==> src/rtl/pipe_hazard_ctrl.sv <==
// ---------------------------------------------------------------------------
// pipe_hazard_ctrl
//
// Pipeline sequencing controller for the 5-stage RV32 core. It is the only
// source of the IF/ID/EXE stage register enables and flushes. It turns
// load-use stalls, taken branches/jumps, ecalls and data-memory busy into
// per-stage controls. It also sequences the ecall trap: drain the older
// instructions, then write mepc/mcause and redirect the PC to mtvec.
//
// Parameters
//   DRAIN_CYCLES  cycles waited after an ecall before the redirect (1..7)
//   ECALL_CAUSE   value presented on mcause_wdata
//
// Ports
//   clk, rst_n        core clock, asynchronous active-low reset
//   id_stall_req      load-use hazard in ID
//   id_ecall, id_pc   ecall in ID and its PC
//   exe_br_jmp        taken branch/jump resolved in EXE
//   exe_br_target     target of that branch/jump
//   mem_busy          data memory not ready; the whole pipeline holds
//   mtvec             trap vector from the CSR file
//   pc_we, if_id_we, id_exe_we      stage register write enables
//   if_id_flush, id_exe_flush       load NOP into the stage register
//   pc_redirect, pc_redirect_addr   load the PC from the given address
//   mepc_we/_wdata, mcause_we/_wdata  CSR trap writes
//   ctrl_state        current FSM state, for debug
// ---------------------------------------------------------------------------
module pipe_hazard_ctrl #(
    parameter int unsigned  DRAIN_CYCLES = 2,
    parameter logic [31:0]  ECALL_CAUSE  = 32'd11
) (
    input  logic        clk,
    input  logic        rst_n,
    input  logic        id_stall_req,
    input  logic        id_ecall,
    input  logic [31:0] id_pc,
    input  logic        exe_br_jmp,
    input  logic [31:0] exe_br_target,
    input  logic        mem_busy,
    input  logic [31:0] mtvec,
    output logic        pc_we,
    output logic        if_id_we,
    output logic        id_exe_we,
    output logic        if_id_flush,
    output logic        id_exe_flush,
    output logic        pc_redirect,
    output logic [31:0] pc_redirect_addr,
    output logic        mepc_we,
    output logic [31:0] mepc_wdata,
    output logic        mcause_we,
    output logic [31:0] mcause_wdata,
    output logic [1:0]  ctrl_state
);

    typedef enum logic [1:0] {
        ST_RUN        = 2'd0,
        ST_MEM_WAIT   = 2'd1,
        ST_TRAP_DRAIN = 2'd2,
        ST_TRAP_REDIR = 2'd3
    } state_e;

    // Control strobes bundled so each state can build them in one place.
    typedef struct packed {
        logic pc_we;
        logic if_id_we;
        logic id_exe_we;
        logic if_id_flush;
        logic id_exe_flush;
        logic pc_redirect;
        logic mepc_we;
        logic mcause_we;
    } ctrl_t;

    localparam ctrl_t CTRL_HOLD = '{default: 1'b0};

    // Counter preload: drain_cnt counts down to zero, so one less than the
    // number of drain cycles.
    localparam logic [2:0] DRAIN_INIT = 3'(DRAIN_CYCLES - 32'd1);

    state_e      state_q,     state_d;
    logic [2:0]  drain_cnt_q, drain_cnt_d;
    logic [31:0] mepc_q,      mepc_d;
    logic        ready_q,     ready_d;

    ctrl_t       ctrl_s;
    logic [31:0] redirect_addr_s;
    logic [31:0] mepc_wdata_s;

    // Normal-flow decode shared by RUN and by the MEM_WAIT exit cycle.
    // Priority: mem_busy, then branch (squashes ecall/stall), then ecall,
    // then load-use stall. A flush paired with an enable loads a NOP.
    function automatic ctrl_t run_ctrl(input logic busy,
                                       input logic br,
                                       input logic ecall,
                                       input logic stall);
        ctrl_t c;
        c = CTRL_HOLD;
        if (busy) begin
            c = CTRL_HOLD;
        end else if (br) begin
            c.pc_we        = 1'b1;
            c.if_id_we     = 1'b1;
            c.id_exe_we    = 1'b1;
            c.if_id_flush  = 1'b1;
            c.id_exe_flush = 1'b1;
            c.pc_redirect  = 1'b1;
        end else if (ecall) begin
            // Freeze fetch/decode, push a bubble behind the ecall.
            c.id_exe_we    = 1'b1;
            c.id_exe_flush = 1'b1;
        end else if (stall) begin
            c.id_exe_we    = 1'b1;
            c.id_exe_flush = 1'b1;
        end else begin
            c.pc_we        = 1'b1;
            c.if_id_we     = 1'b1;
            c.id_exe_we    = 1'b1;
        end
        return c;
    endfunction

    // State and trap-context registers with asynchronous reset.
    always_ff @(posedge clk or negedge rst_n) begin
        if (!rst_n) begin
            state_q     <= ST_RUN;
            drain_cnt_q <= 3'd0;
            mepc_q      <= 32'd0;
            ready_q     <= 1'b0;
        end else begin
            state_q     <= state_d;
            drain_cnt_q <= drain_cnt_d;
            mepc_q      <= mepc_d;
            ready_q     <= ready_d;
        end
    end

    // Next-state, drain counter and mepc capture.
    always_comb begin
        state_d     = state_q;
        drain_cnt_d = drain_cnt_q;
        mepc_d      = mepc_q;
        ready_d     = 1'b1;
        if (!ready_q) begin
            // First cycle out of reset: outputs are muted, so the FSM must
            // not act on any request either.
            state_d = state_q;
        end else begin
            case (state_q)
                // MEM_WAIT leaves in the same cycle mem_busy drops, so it
                // shares the RUN decode.
                ST_RUN, ST_MEM_WAIT: begin
                    if (mem_busy) begin
                        state_d = ST_MEM_WAIT;
                    end else if (exe_br_jmp) begin
                        state_d = ST_RUN;
                    end else if (id_ecall) begin
                        state_d     = ST_TRAP_DRAIN;
                        mepc_d      = id_pc;
                        drain_cnt_d = DRAIN_INIT;
                    end else begin
                        state_d = ST_RUN;
                    end
                end
                ST_TRAP_DRAIN: begin
                    if (mem_busy) begin
                        drain_cnt_d = drain_cnt_q;
                    end else if (drain_cnt_q == 3'd0) begin
                        state_d = ST_TRAP_REDIR;
                    end else begin
                        drain_cnt_d = drain_cnt_q - 3'd1;
                    end
                end
                ST_TRAP_REDIR: begin
                    if (mem_busy) begin
                        state_d = ST_TRAP_REDIR;
                    end else begin
                        state_d = ST_RUN;
                    end
                end
                default: begin
                    state_d = ST_RUN;
                end
            endcase
        end
    end

    // Per-state control strobes and redirect/CSR data.
    always_comb begin
        ctrl_s          = CTRL_HOLD;
        redirect_addr_s = 32'd0;
        mepc_wdata_s    = 32'd0;
        case (state_q)
            ST_RUN, ST_MEM_WAIT: begin
                ctrl_s = run_ctrl(mem_busy, exe_br_jmp, id_ecall, id_stall_req);
                if (ctrl_s.pc_redirect) begin
                    redirect_addr_s = exe_br_target;
                end else begin
                    redirect_addr_s = 32'd0;
                end
            end
            ST_TRAP_DRAIN: begin
                // EXE only holds bubbles here, so exe_br_jmp is ignored.
                if (mem_busy) begin
                    ctrl_s = CTRL_HOLD;
                end else begin
                    ctrl_s.id_exe_we    = 1'b1;
                    ctrl_s.id_exe_flush = 1'b1;
                end
            end
            ST_TRAP_REDIR: begin
                if (mem_busy) begin
                    ctrl_s = CTRL_HOLD;
                end else begin
                    ctrl_s.pc_we        = 1'b1;
                    ctrl_s.if_id_we     = 1'b1;
                    ctrl_s.id_exe_we    = 1'b1;
                    ctrl_s.if_id_flush  = 1'b1;
                    ctrl_s.id_exe_flush = 1'b1;
                    ctrl_s.pc_redirect  = 1'b1;
                    ctrl_s.mepc_we      = 1'b1;
                    ctrl_s.mcause_we    = 1'b1;
                    redirect_addr_s     = mtvec;
                    mepc_wdata_s        = mepc_q;
                end
            end
            default: begin
                ctrl_s = CTRL_HOLD;
            end
        endcase
    end

    // Output drive; everything but the debug state is muted until ready.
    always_comb begin
        pc_we            = 1'b0;
        if_id_we         = 1'b0;
        id_exe_we        = 1'b0;
        if_id_flush      = 1'b0;
        id_exe_flush     = 1'b0;
        pc_redirect      = 1'b0;
        pc_redirect_addr = 32'd0;
        mepc_we          = 1'b0;
        mepc_wdata       = 32'd0;
        mcause_we        = 1'b0;
        mcause_wdata     = 32'd0;
        if (ready_q) begin
            pc_we            = ctrl_s.pc_we;
            if_id_we         = ctrl_s.if_id_we;
            id_exe_we        = ctrl_s.id_exe_we;
            if_id_flush      = ctrl_s.if_id_flush;
            id_exe_flush     = ctrl_s.id_exe_flush;
            pc_redirect      = ctrl_s.pc_redirect;
            pc_redirect_addr = redirect_addr_s;
            mepc_we          = ctrl_s.mepc_we;
            mepc_wdata       = mepc_wdata_s;
            mcause_we        = ctrl_s.mcause_we;
            mcause_wdata     = ECALL_CAUSE;
        end else begin
            pc_we = 1'b0;
        end
    end

    assign ctrl_state = state_q;

endmodule
==> config.mk <==
export PLATFORM = sky130hd
export DESIGN_NAME = pipe_hazard_ctrl
export DESIGN_NICKNAME = d
export VERILOG_FILES = /design/src/rtl/pipe_hazard_ctrl.sv
export SDC_FILE = /design/constraint.sdc
export NUM_CORES = 1
export LEC_CHECK = 0
export BUFFER_PORTS_ARGS = -buffer_cell sky130_fd_sc_hd__buf_2
export CAP_MARGIN = 30
export CORE_MARGIN = 3
export CORE_UTILIZATION = 35
export DETAILED_ROUTE_END_ITERATION = 12
export GPL_TIMING_DRIVEN = 0
export PLACE_DENSITY = 0.71
export SLEW_MARGIN = 15
export SYNTH_ARGS = -nofsm -noshare
export SYNTH_HDL_FRONTEND = slang
export SYNTH_SLANG_ARGS = --single-unit
==> constraint.sdc <==
create_clock -name clk -period 1.85 [get_ports clk]
set_input_delay 0.2775 -clock clk [delete_from_list [all_inputs] [get_ports clk]]
set_output_delay 0.2775 -clock clk [all_outputs]
set_load 0.1 [all_outputs]
---- Word-level counts from Yosys, hierarchy flattened ----
Index checks and enable logic that the tools add are counted.
word-level totals
  register bits ........................... 38
  output and inout bits ................... 106
  word-level logic and storage cells ...... 64
cells by class
  add/subtract/negate cells ............... 1
  equal/unequal tests ..................... 9
  muxes and demuxes ....................... 41
  bitwise operators ....................... 2
  reductions and logical operators ........ 7
operator list
  operator                                                               count
  32-bit two-way mux                                                     6
  32-bit one-hot mux with 2 select lines                                 1
  8-bit one-hot mux with 3 select lines                                  1
  3-bit two-way mux                                                      6
  2-bit two-way mux                                                      8
  1-bit two-way mux                                                      13
  6-bit two-way mux                                                      2
  2-bit inequality test, second input constant                           6
  8-bit two-way mux                                                      1
  7-bit AND reduction                                                    1
  2-bit one-hot mux with 3 select lines                                  1
  3-bit one-hot mux with 2 select lines                                  1
  5-bit AND reduction                                                    1
  2-bit equality test, second input constant                             2
  4-bit two-way mux                                                      1
  3-bit zero test                                                        1
  3-bit AND reduction                                                    1
  3-bit by 1-bit subtractor with 3-bit output, second input constant     1
  2-bit by 1-bit equality test with 1-bit output, second input constant  1
  2-bit zero test                                                        1
  1-bit inverter                                                         2
  2-bit nonzero test                                                     1
  2-bit OR reduction                                                     1

---- Depth between registers and ports, before layout ----
Gate-level depths: netlist of run 1.
  depth after elaboration ................. 8
  depth in mapped cells ................... 7
  mapped depth without buffers ............ 6

---- Worst setup path before layout of run 1 ----
Ideal clock, no wire load.
  kind .................................... reg2out
  from .................................... register state_q[1] (netlist: ctrl_state[1])
  to ...................................... output pc_redirect_addr[1]
  data arrival time ....................... 3.010 ns
  data required time ...................... 1.572 ns
  path slack .............................. -1.438 ns
  cell stages (with the launch flop) ...... 7
  path buffers ............................ 3
  path through ............................ dfrtp_1 -> buf_6 -> and3b_1 -> clkbuf_1 -> buf_2 -> a22oi_1 -> nor2_1
on the way
  cells in the longest elaborated chain, start to end .. 4
ends and longest elaborated chain
  item                                                                                      line  RTL
  start, declared                                                                           80    state_e state_q, state_d;
  start signal, assigned                                                                    130   state_q <= state_d;
  2-bit by 1-bit equality test with 1-bit output / 2-bit zero test (equally long branches)  192   case (state_q)
  2-bit OR reduction                                                                        192
  32-bit one-hot mux with 2 select lines (*)                                                192
  32-bit two-way mux (*)                                                                    245   if (ready_q) begin
  end, declared                                                                             47    output logic [31:0] pc_redirect_addr,
Every way passes the cells marked *; elsewhere a longest branch is shown, timed or not.

---- Worst setup path after layout of run 1 ----
  from .................................... register state_q[1] (netlist: ctrl_state[1])
  to ...................................... output pc_redirect_addr[14]
Same word-level chain as after synthesis.

==> results.tsv, run 1 <==
metric	value	unit
die_area	0.00853	mm2
grt_pass1_vias	3034	
placed_cell_area	0.00418	mm2
grt_pass1_wl	16900	um
syn_to_final_growth	123	%
clk_pin_slew_worst_paths	0.08	ns
track_usage	25.3	%
avgSynthCellArea	10.3	um2
drt-pass1-iter-count	4	
start_kind	register	
finalInstanceArea	0.00583	mm2
finalWirelength	12200	um
num_rows	30	
endpoint	pc_redirect_addr[14]	
startpoint	ctrl_state[1]	
seq_area_frac_synth	36.5	%
period_share	111	%
dp_cells	556	
utilization	83.0	%
status	finished with violations	
vias	2870	
place_hpwl	6750	um
initial_utilization	37.2	%
synthDominantCellAreaShare	36.5	%
violations	negative setup slack	
r2r_end	mepc_q[6]	
finalSetupViolCount	66	
fin_nets	589	
grt_start_max_net_pins	39	
synthesis.area	0.00261	mm2
crit_required	1.57	ns
ir_drop	0.000620	V
holdWs	0.215	ns
slew_violations	0	
coreArea	0.00702	mm2
remaining_drc_errors	0	
dieHeight	92.3	um
cts_buffers	5	
yosys_register_bits	38	
fin_setup_tns	-7.16	ns
fin_worst_skew	0.00465	ns
ff2ff_setup_slack	0.14	ns
port_buffers	178	
cts.sinks	38	
gp_congestion	0.799	
synth_area_leaders	dfrtp_1 36%, mux2_4 17%, buf_4 10%, a22oi_1 9.2%, and2_1 7.7%	
drive_gt1_share	82.1	%
rsz0062_at_grt	yes	
cts_max_level	2	
end_kind	output port	
tritoncts	built	
p_leak	2.71	nW
finalPower	4.98	mW
dr.first_iter.drc_count	74	
cts_max_path_buffers	2	
path_class	register to output port	
worstPathArrival	1.78	ns
yosysTopAreaCell	dfrtp_1	
io_pins	208	
fin_crit	2.06	ns
ys_types	30	
hold_path.class	primary input to register	
fin_cells	583	
grt_overflow	0	
ant_nets	0	
via_per_inst	4.92	
synthesis.instances	254	
drv_cap	0	
antenna_found_initial	1	
setup_ws	-0.206	ns
fmax	486	MHz
final_hold_viol_count	0	
clockRootBuffer	clkbuf_8	
power_density	854	mW/mm2
hold_path_startpoint	id_pc[0]	
reg2regPathDepth	5	
synth_warnings	0	
fp.dieW	92.3	um
reg2reg_from	ctrl_state[1]	
clk_latency	0.29	ns
crit_fanout	7	
routedWlPerCell	20.9	um
post-place-ws	-0.242	ns
==> area by class of cell <==
type	count	area [um2]
Clock buffer	6	82.6
Timing Repair Buffer	200	2210
Buffer	49	528
Sequential cell	38	960
Clock inverter	2	12.5
Multi-Input combinational cell	185	1880
Antenna cell	1	2.50
Fill cell	358	1190
Tap cell	96	120
Inverter	6	30.0
==> worst max-delay path: stages (launching register included) <==
cell,delay (ns)
dfrtp_4,0.53
and3b_4,0.28
clkbuf_16,0.18
a22oi_2,0.26
nor2_4,0.08
buf_12,0.17
==> cell usage after synthesis (all sizes together) <==
cell and n:
a21o 1, a21oi 2, a22o 1, a22oi 32, and2 32, and3 2
and3b 1, buf 49, clkbuf 4, conb 2, dfrtp 38, ha 2
inv 6, mux2 32, nand2 4, nand2b 3, nor2 34, nor3b 3
o21ai 2, o22ai 1, o2bb2ai 2, o311a 1
==> what timing repair did <==
item,4_1_cts,5_1_grt
setup buffers,7,8
endpoints found under the hold margin,0,4
hold buffers,0,1
gates resized for setup,300,41
pin swaps,32,22
gates cloned,2,3
endpoints found under the setup margin,70,70
==> flip-flops by register name, indices dropped and copies added (netlist names) <==
signal,cells
mepc_q,32
drain_cnt_q,3
ctrl_state,2
ready_q,1
==> where the power goes <==
group / leakage [nW] / internal, mW / switching, mW / total [mW]
logic: 2.21 / 1.24 / 1.78 / 3.03
registers: 0.454 / 1.14 / 0.216 / 1.36
clock network: 0.0472 / 0.300 / 0.294 / 0.593
==> worst min path at each step <==
stage	end	slack, ns	cells past startpoint
finish	mepc_q[0]	0.21	2
global route	mepc_q[19]	0.20	2
CTS	mepc_q[6]	0.12	1
detailed placement	mepc_q[12]	0.43	1
global placement	mepc_q[12]	0.42	1
floorplan	drain_cnt_q[0]	-0.02	0
==> logic make-up (layout without fill, tap and decap cells) <==
family	after synthesis	count (layout)	synth area share, %
DFF	38	38	36.5
buffers and inverters	59	263	15.9
other	2	31	0.288
muxes	32	32	18.0
and+or+nand+nor	79	79	16.5
AOI/OAI and AO/OA	42	42	11.9
adders and majority gates	2	2	0.959
==> layer usage <==
layer / up-vias / wire length [um] / global-route usage, % / part of all wire (%)
li1: 1265 / - / - / -
met1: 1417 / 4050 / 25.6 / 33
met2: 156 / 6690 / 47.1 / 55
met3: 32 / 972 / 8.37 / 8.0
met4: 0 / 484 / 10.4 / 4.0
met5: - / 0 / 0 / 0
==> cells in the final DEF (no fill, tap or decap), types with 3 or more instances in the layout <==
master and count:
conb_1 30, buf_8 5, clkbuf_16 6, buf_12 75, inv_1 5, mux2_2 3, clkbuf_8 6, buf_4 44
and2_4 32, buf_2 107, nor2_4 33, dfrtp_1 35, a22oi_2 32, mux2_4 29, buf_6 10
Power figures use the tool's default switching activity.
==> run 2: changes to the inputs <==
--- a/config.mk
+++ b/config.mk
@@ -11,6 +11,7 @@
 export CORE_UTILIZATION = 35
 export DETAILED_ROUTE_END_ITERATION = 12
 export GPL_TIMING_DRIVEN = 0
+export MAX_ROUTING_LAYER = met4
 export PLACE_DENSITY = 0.71
 export SLEW_MARGIN = 15
 export SYNTH_ARGS = -nofsm -noshare
==> run 2 against run 1 <==
Net effect: the flow still finishes with violations (negative setup slack); worst setup slack better by 0.0019 ns; via count is 0.45% lower; final area is the same; critical endpoint unchanged; largest cell class unchanged; largest power group unchanged.
==> results.tsv, run 2 (synthesis results as in run 1) <==
metric	value	unit
fin_nets	589	
io_pins	208	
fp.dieW	92.3	um
fin_crit	2.05	ns
post-place-ws	-0.242	ns
dieHeight	92.3	um
dr.first_iter.drc_count	97	
end_kind	output port	
clk_latency	0.29	ns
ir_drop	0.000623	V
clk_pin_slew_worst_paths	0.07	ns
via_per_inst	4.90	
drt-pass1-iter-count	4	
num_rows	30	
finalInstanceArea	0.00583	mm2
cts_buffers	5	
tritoncts	built	
crit_path_top_delay_cell	dfrtp_4	
regArea	960	um2
place_hpwl	6750	um
ant_nets	0	
antenna_found_initial	1	
placed_cell_area	0.00418	mm2
crit_fanout	7	
met2WireLength	6750	um
fin_worst_skew	0.00482	ns
met3_wirelength	840	um
track_usage	26.0	%
finalSetupViolCount	66	
finalWirelength	12200	um
port_buffers	178	
top_layer_used	met4	
worstPathArrival	1.78	ns
hold_path.class	primary input to register	
routedWlPerCell	20.9	um
cts.sinks	38	
syn_to_final_growth	123	%
grt_pass1_wl	16800	um
violations	negative setup slack	
fmax	487	MHz
cts_max_level	2	
remaining_drc_errors	0	
status	finished with violations	
crit_required	1.57	ns
grt_pass1_vias	3050	
grt_start_max_net_pins	39	
p_leak	2.71	nW
path_cells	and3b_4 -> clkbuf_16 -> a22oi_2 -> nor2_4 -> buf_12	
rsz0062_at_grt	yes	
fillCellCount	358	
slew_violations	0	
vias	2857	
cts_max_path_buffers	2	
clockRootBuffer	clkbuf_8	
multi_input_area	0.00188	mm2
grt_overflow	0	
final_hold_viol_count	0	
period_share	111	%
initial_utilization	37.2	%
final_cell_mix	107 x buf_2, 75 x buf_12, 44 x buf_4, 35 x dfrtp_1, 33 x nor2_4	
power_density	854	mW/mm2
wl_met1	4190	um
drive_gt1_share	82.1	%
coreArea	0.00702	mm2
die_area	0.00853	mm2
path_buf_inv	2	
drv_cap	0	
worst_path_largest_cell_delay	0.53	ns
start_kind	register	
gp_congestion	0.811	
setup_ws	-0.205	ns
top_register	mepc_q	
path_delay_family	flip-flops	
path_class	register to output port	
largest_reg_flops	32	
layout_commonest_cell	buf_2	
[run 2: cell counts in the layout (fill, tap and decap cells not counted)]
No cell type changed its count.
[run 2: where the power goes]
group	total (mW)	internal, mW	switching [mW]	leakage, nW
combinational	3.02	1.24	1.78	2.21
clock	0.594	0.300	0.295	0.0472
sequential	1.36	1.14	0.216	0.454
total	4.98	2.68	2.29	2.71
[run 2: through the flow]
stage	power (mW)	TNS (ns)	instances	hold slack (ns)	utilization [%]
5_1_grt	5.18	-11.92	583	0.204	83.0
2_1_floorplan	3.36	-9.63	282	-0.0181	-
3_5_place_dp	3.74	-10.61	556	0.429	59.5
6_report	4.98	-7.36	583	0.217	83.0
3_3_place_gp	3.70	-11.51	556	0.424	59.5
4_1_cts	4.78	-7.59	570	0.121	78.2
[run 2: path summary, 6_finish.rpt]
check,from,cells after the start,slack (ns),to
worst max-delay path,ctrl_state[1],5,-0.20,pc_redirect_addr[14]
worst min-delay path,id_pc[0],2,0.22,mepc_q[0]
worst max register to register,ctrl_state[1],5,0.14,mepc_q[3]
worst min register to register,drain_cnt_q[1],1,0.51,drain_cnt_q[1]
max in group asynchronous,rst_n,3,1.09,ready_q
min in group asynchronous,rst_n,2,0.33,mepc_q[5]
[run 2: layout make-up]
class	count	area share, %
repair buffers	200	38.0
multi-input cells	185	32.2
flip-flops and latches	38	16.5
plain buffers	49	9.06
well taps	96	2.06
clock buffers	6	1.42
inverters	6	0.515
clock inverters	2	0.215
diodes	1	0.0429
[run 2: metal layers]
metal / GRT usage [%] / vias to the layer above
met2: 47.1 / 154
met3: 7.55 / 28
met5: - / -
met1: 26.2 / 1411
li1: - / 1264
met4: 10.4 / 0
[run 2: what timing repair did]
item,CTS,global route
setup endpoints to repair,70,70
endpoints found under the hold margin,0,4
gates cloned,2,3
pin swaps,32,22
buffers inserted,7,8
resized for setup,300,41
hold buffers,0,1
==> run 3: changes to the inputs <==
--- a/config.mk
+++ b/config.mk
@@ -7,12 +7,14 @@
 export LEC_CHECK = 0
 export BUFFER_PORTS_ARGS = -buffer_cell sky130_fd_sc_hd__buf_2
 export CAP_MARGIN = 30
+export CELL_PAD_IN_SITES_DETAIL_PLACEMENT = 1
+export CELL_PAD_IN_SITES_GLOBAL_PLACEMENT = 2
 export CORE_MARGIN = 3
-export CORE_UTILIZATION = 35
+export CORE_UTILIZATION = 21
 export DETAILED_ROUTE_END_ITERATION = 12
 export GPL_TIMING_DRIVEN = 0
 export MAX_ROUTING_LAYER = met4
-export PLACE_DENSITY = 0.71
+export PLACE_DENSITY = 0.79
 export SLEW_MARGIN = 15
 export SYNTH_ARGS = -nofsm -noshare
 export SYNTH_HDL_FRONTEND = slang
==> run 3 against run 2 <==
Net effect: the flow now stops in detailed routing; synthesized cell count did not move; global-route usage shrank 9.6 points; area after synthesis did not move.
==> results.tsv, run 3 <==
metric	value	unit
grt_pass1_wl	17700	um
dieHeight	117	um
first-error	[ERROR DRT-0255] Maze Route cannot find path of net exe_br_target[25] in worker of routeBox ( 96600 96600 ) ( 117455 117455 ).	
grt_overflow	0	
antenna_found_initial	0	
grt_start_max_net_pins	39	
synth_area_leaders	dfrtp_1 36%, mux2_4 17%, buf_4 10%, a22oi_1 9.2%, and2_1 7.7%	
cts_buffers	5	
worstEndpointType	output port	
synth_edf_count	0	
gp_congestion	0.832	
cts_max_path_buffers	2	
synth-adder-area-share	0.959	%
seq_area_frac_synth	36.5	%
clockRootBuffer	clkbuf_16	
synthDominantCellAreaShare	36.5	%
synth_compound_area_share	11.9	%
ys.flop_type	dfrtp_1	
io_pins	208	
ys_types	30	
status	aborted with a tool error	
grt_pass1_vias	3185	
failed_stage	detailed routing	
synthMostInstantiatedCell	dfrtp_1	
synthMuxAreaShare	18.0	%
num_rows	40	
synthArstFlopShare	100	%
synth_xor_area_share	0	%
avgSynthCellArea	10.3	um2
synthSimpleGateAreaFrac	16.5	%
initial_utilization	21.6	%
crit_endpoint	pc_redirect_addr[2]	
synthTopCellsByCount	38 x dfrtp_1, 35 x buf_4, 34 x nor2_1, 32 x a22oi_1, 32 x and2_1	
synth_top_family_by_area	multiplexers	
synthesis.area	0.00261	mm2
cts_max_level	2	
yosys_register_bits	38	
cts.sinks	38	
post-place-ws	-0.412	ns
port_buffers	178	
place_hpwl	7580	um
synth_warnings	0	
synthesis.instances	254	
fp.dieW	117	um
placed_cell_area	0.00427	mm2
yosysTopAreaCell	dfrtp_1	
track_usage	16.4	%
==> run 3: cell counts after synthesis <==
No cell type changed its count.
==> run 3: kinds of logic after synthesis <==
logic type               count (synthesis)
adder cells (fa/ha/maj)                  2
other                                    2
flip-flops                              38
AO/OA/AOI/OAI                           42
AND/OR/NAND/NOR                         79
multiplexers                            32
buffers and inverters                   59
==> run 3: through the flow <==
step,TNS [ns],util [%],std cells
2_1_floorplan,-9.63,-,282
4_1_cts,-8.90,48.2,645
3_5_place_dp,-15.47,35.4,628
5_1_grt,-10.52,49.5,655
3_3_place_gp,-15.18,35.4,628
==> run 3: repair_timing <==
action | CTS | global route
endpoints found under the setup margin | 70 | 69
pin swaps | 25 | 14
setup buffers | 8 | 10
hold endpoints to repair | 0 | 9
hold buffers | 0 | 1
cloned | 3 | 1
gates resized for setup | 321 | 18
==> run 3: per-layer routing <==
layer / track usage [%]
met1: 17.7
met2: 29.6
met3: 4.95
met4: 4.25
met5: -
==> run 4: changes to the inputs <==
--- a/config.mk
+++ b/config.mk
@@ -7,14 +7,11 @@
 export LEC_CHECK = 0
 export BUFFER_PORTS_ARGS = -buffer_cell sky130_fd_sc_hd__buf_2
 export CAP_MARGIN = 30
-export CELL_PAD_IN_SITES_DETAIL_PLACEMENT = 1
-export CELL_PAD_IN_SITES_GLOBAL_PLACEMENT = 2
 export CORE_MARGIN = 3
-export CORE_UTILIZATION = 21
+export CORE_UTILIZATION = 20
 export DETAILED_ROUTE_END_ITERATION = 12
 export GPL_TIMING_DRIVEN = 0
-export MAX_ROUTING_LAYER = met4
-export PLACE_DENSITY = 0.79
+export PLACE_DENSITY_LB_ADDON = 0.15
 export SLEW_MARGIN = 15
 export SYNTH_ARGS = -nofsm -noshare
 export SYNTH_HDL_FRONTEND = slang
==> run 4 against run 3 <==
Net effect: the flow now finishes, with violations (negative setup slack); global-route usage down 3.8 points.
==> results.tsv, run 4 (synthesis results as in run 1) <==
metric	value	unit
largest_reg_flops	32	
met3_wirelength	974	um
wl_met1	3580	um
finalWirelength	9750	um
hold_path.class	primary input to register	
dr.first_iter.drc_count	65	
regArea	960	um2
p_switching	2.24	mW
multi_input_area	0.00186	mm2
grt_pass1_wl	14700	um
cts.sinks	38	
drt-pass1-iter-count	4	
ant_nets	0	
setup_ws	-0.156	ns
antenna_found_initial	0	
cts_max_level	2	
finalInstanceArea	0.00595	mm2
worstPathArrival	1.73	ns
met2WireLength	5130	um
num_rows	41	
place_hpwl	6930	um
initial_utilization	20.6	%
final_hold_viol_count	0	
internal-power	2.98	mW
antenna_cells	0	
power_density	878	mW/mm2
drive_gt1_share	81.4	%
start_kind	register	
dieHeight	120	um
port_buffers	178	
fin_worst_skew	0.00788	ns
track_usage	12.6	%
syn_to_final_growth	128	%
slew_violations	0	
clockRootBuffer	clkbuf_16	
crit_required	1.57	ns
grt_pass1_vias	2748	
fmax	498	MHz
end_kind	output port	
fillCellCount	1132	
period_share	108	%
grt_overflow	0	
clock_power_share	18.8	%
grt_start_max_net_pins	39	
io_pins	208	
path_class	register to output port	
seqPwrFrac	25.6	%
layout_commonest_cell	buf_2	
crit_fanout	10	
placed_cell_area	0.00427	mm2
rsz0062_at_grt	yes	
fin_crit	2.01	ns
gp_congestion	0.679	
fin_setup_tns	-7.98	ns
violations	negative setup slack	
status	finished with violations	
tritoncts	built	
vias	2637	
p_leak	2.74	nW
routedWlPerCell	14.8	um
drv_cap	0	
finalPower	5.22	mW
via_per_inst	4.01	
clk_pin_slew_worst_paths	0.06	ns
die_area	0.0145	mm2
top_register	mepc_q	
clk_latency	0.28	ns
cts_max_path_buffers	2	
fp.dieW	120	um
swShare	43.0	%
holdWs	0.221	ns
power.share.combinational	55.6	%
coreArea	0.0127	mm2
top_layer_used	met4	
final_cell_mix	107 x buf_2, 77 x buf_12, 44 x buf_4, 35 x dfrtp_1	
cts_buffers	5	
ir_drop	0.000515	V
remaining_drc_errors	0	
fin_nets	588	
finalSetupViolCount	97	
==> run 4: path summary, 6_finish.rpt <==
| kind | startpoint | end | slack (ns) | cells past startpoint |
|---|---|---|---|---|
| max | ctrl_state[0] | pc_redirect_addr[24] | -0.16 | 5 |
| min | id_pc[8] | mepc_q[8] | 0.22 | 2 |
| max reg2reg | ctrl_state[1] | mepc_q[20] | -0.11 | 7 |
| min reg2reg | drain_cnt_q[1] | drain_cnt_q[1] | 0.49 | 1 |
| max in group asynchronous | rst_n | ctrl_state[0] | 0.96 | 3 |
| min in group asynchronous | rst_n | mepc_q[31] | 0.42 | 2 |
==> run 4: area by class of cell <==
class / count / share of cell area (%)
Clock inverter: 3 / 0.757
Buffer: 50 / 9.03
Sequential cell: 38 / 16.1
Clock buffer: 5 / 2.10
Inverter: 6 / 0.505
Timing Repair Buffer: 198 / 36.5
Tap cell: 172 / 3.62
Multi-Input combinational cell: 185 / 31.3
==> run 4: stage by stage <==
stage / worst slack [ns] / cells / utilization (%)
finish: -0.156 / 657 / 46.9
global route: -0.213 / 657 / 46.9
CTS: -0.169 / 647 / 45.0
detailed placement: -0.275 / 632 / 33.7
global placement: -0.291 / 632 / 33.7
floorplan: -0.291 / 282 / -
==> run 4: power groups by stage <==
| stage | Sequential [mW] | Combinational (mW) | Clock (mW) |
|---|---|---|---|
| finish | 1.34 | 2.90 | 0.982 |
| global route | 1.38 | 3.04 | 1.05 |
| CTS | 1.33 | 2.84 | 1.01 |
| detailed placement | 1.32 | 2.43 | 0 |
| global placement | 1.33 | 2.40 | 0 |
| floorplan | 1.37 | 1.99 | 0 |
==> run 4: timing repair <==
item,4_1_cts,5_1_grt
pin swaps,34,13
hold buffers,0,1
endpoints found under the setup margin,70,99
buffers inserted,8,8
endpoints found under the hold margin,0,12
gates cloned,2,3
gates resized for setup,306,35
==> run 4: worst max-delay path, stage by stage (launching register included) <==
cell and delay (ns):
dfrtp_4 0.51, and3b_2 0.29, buf_6 0.17, a22oi_2 0.24
nor2_4 0.07, buf_12 0.16
==> run 4: layer usage <==
layer  global-route usage, %  up-vias
li1                        -     1260
met1                    14.6     1235
met2                    23.3      137
met3                    3.74        5
met4                    2.12        0
met5                       0        -
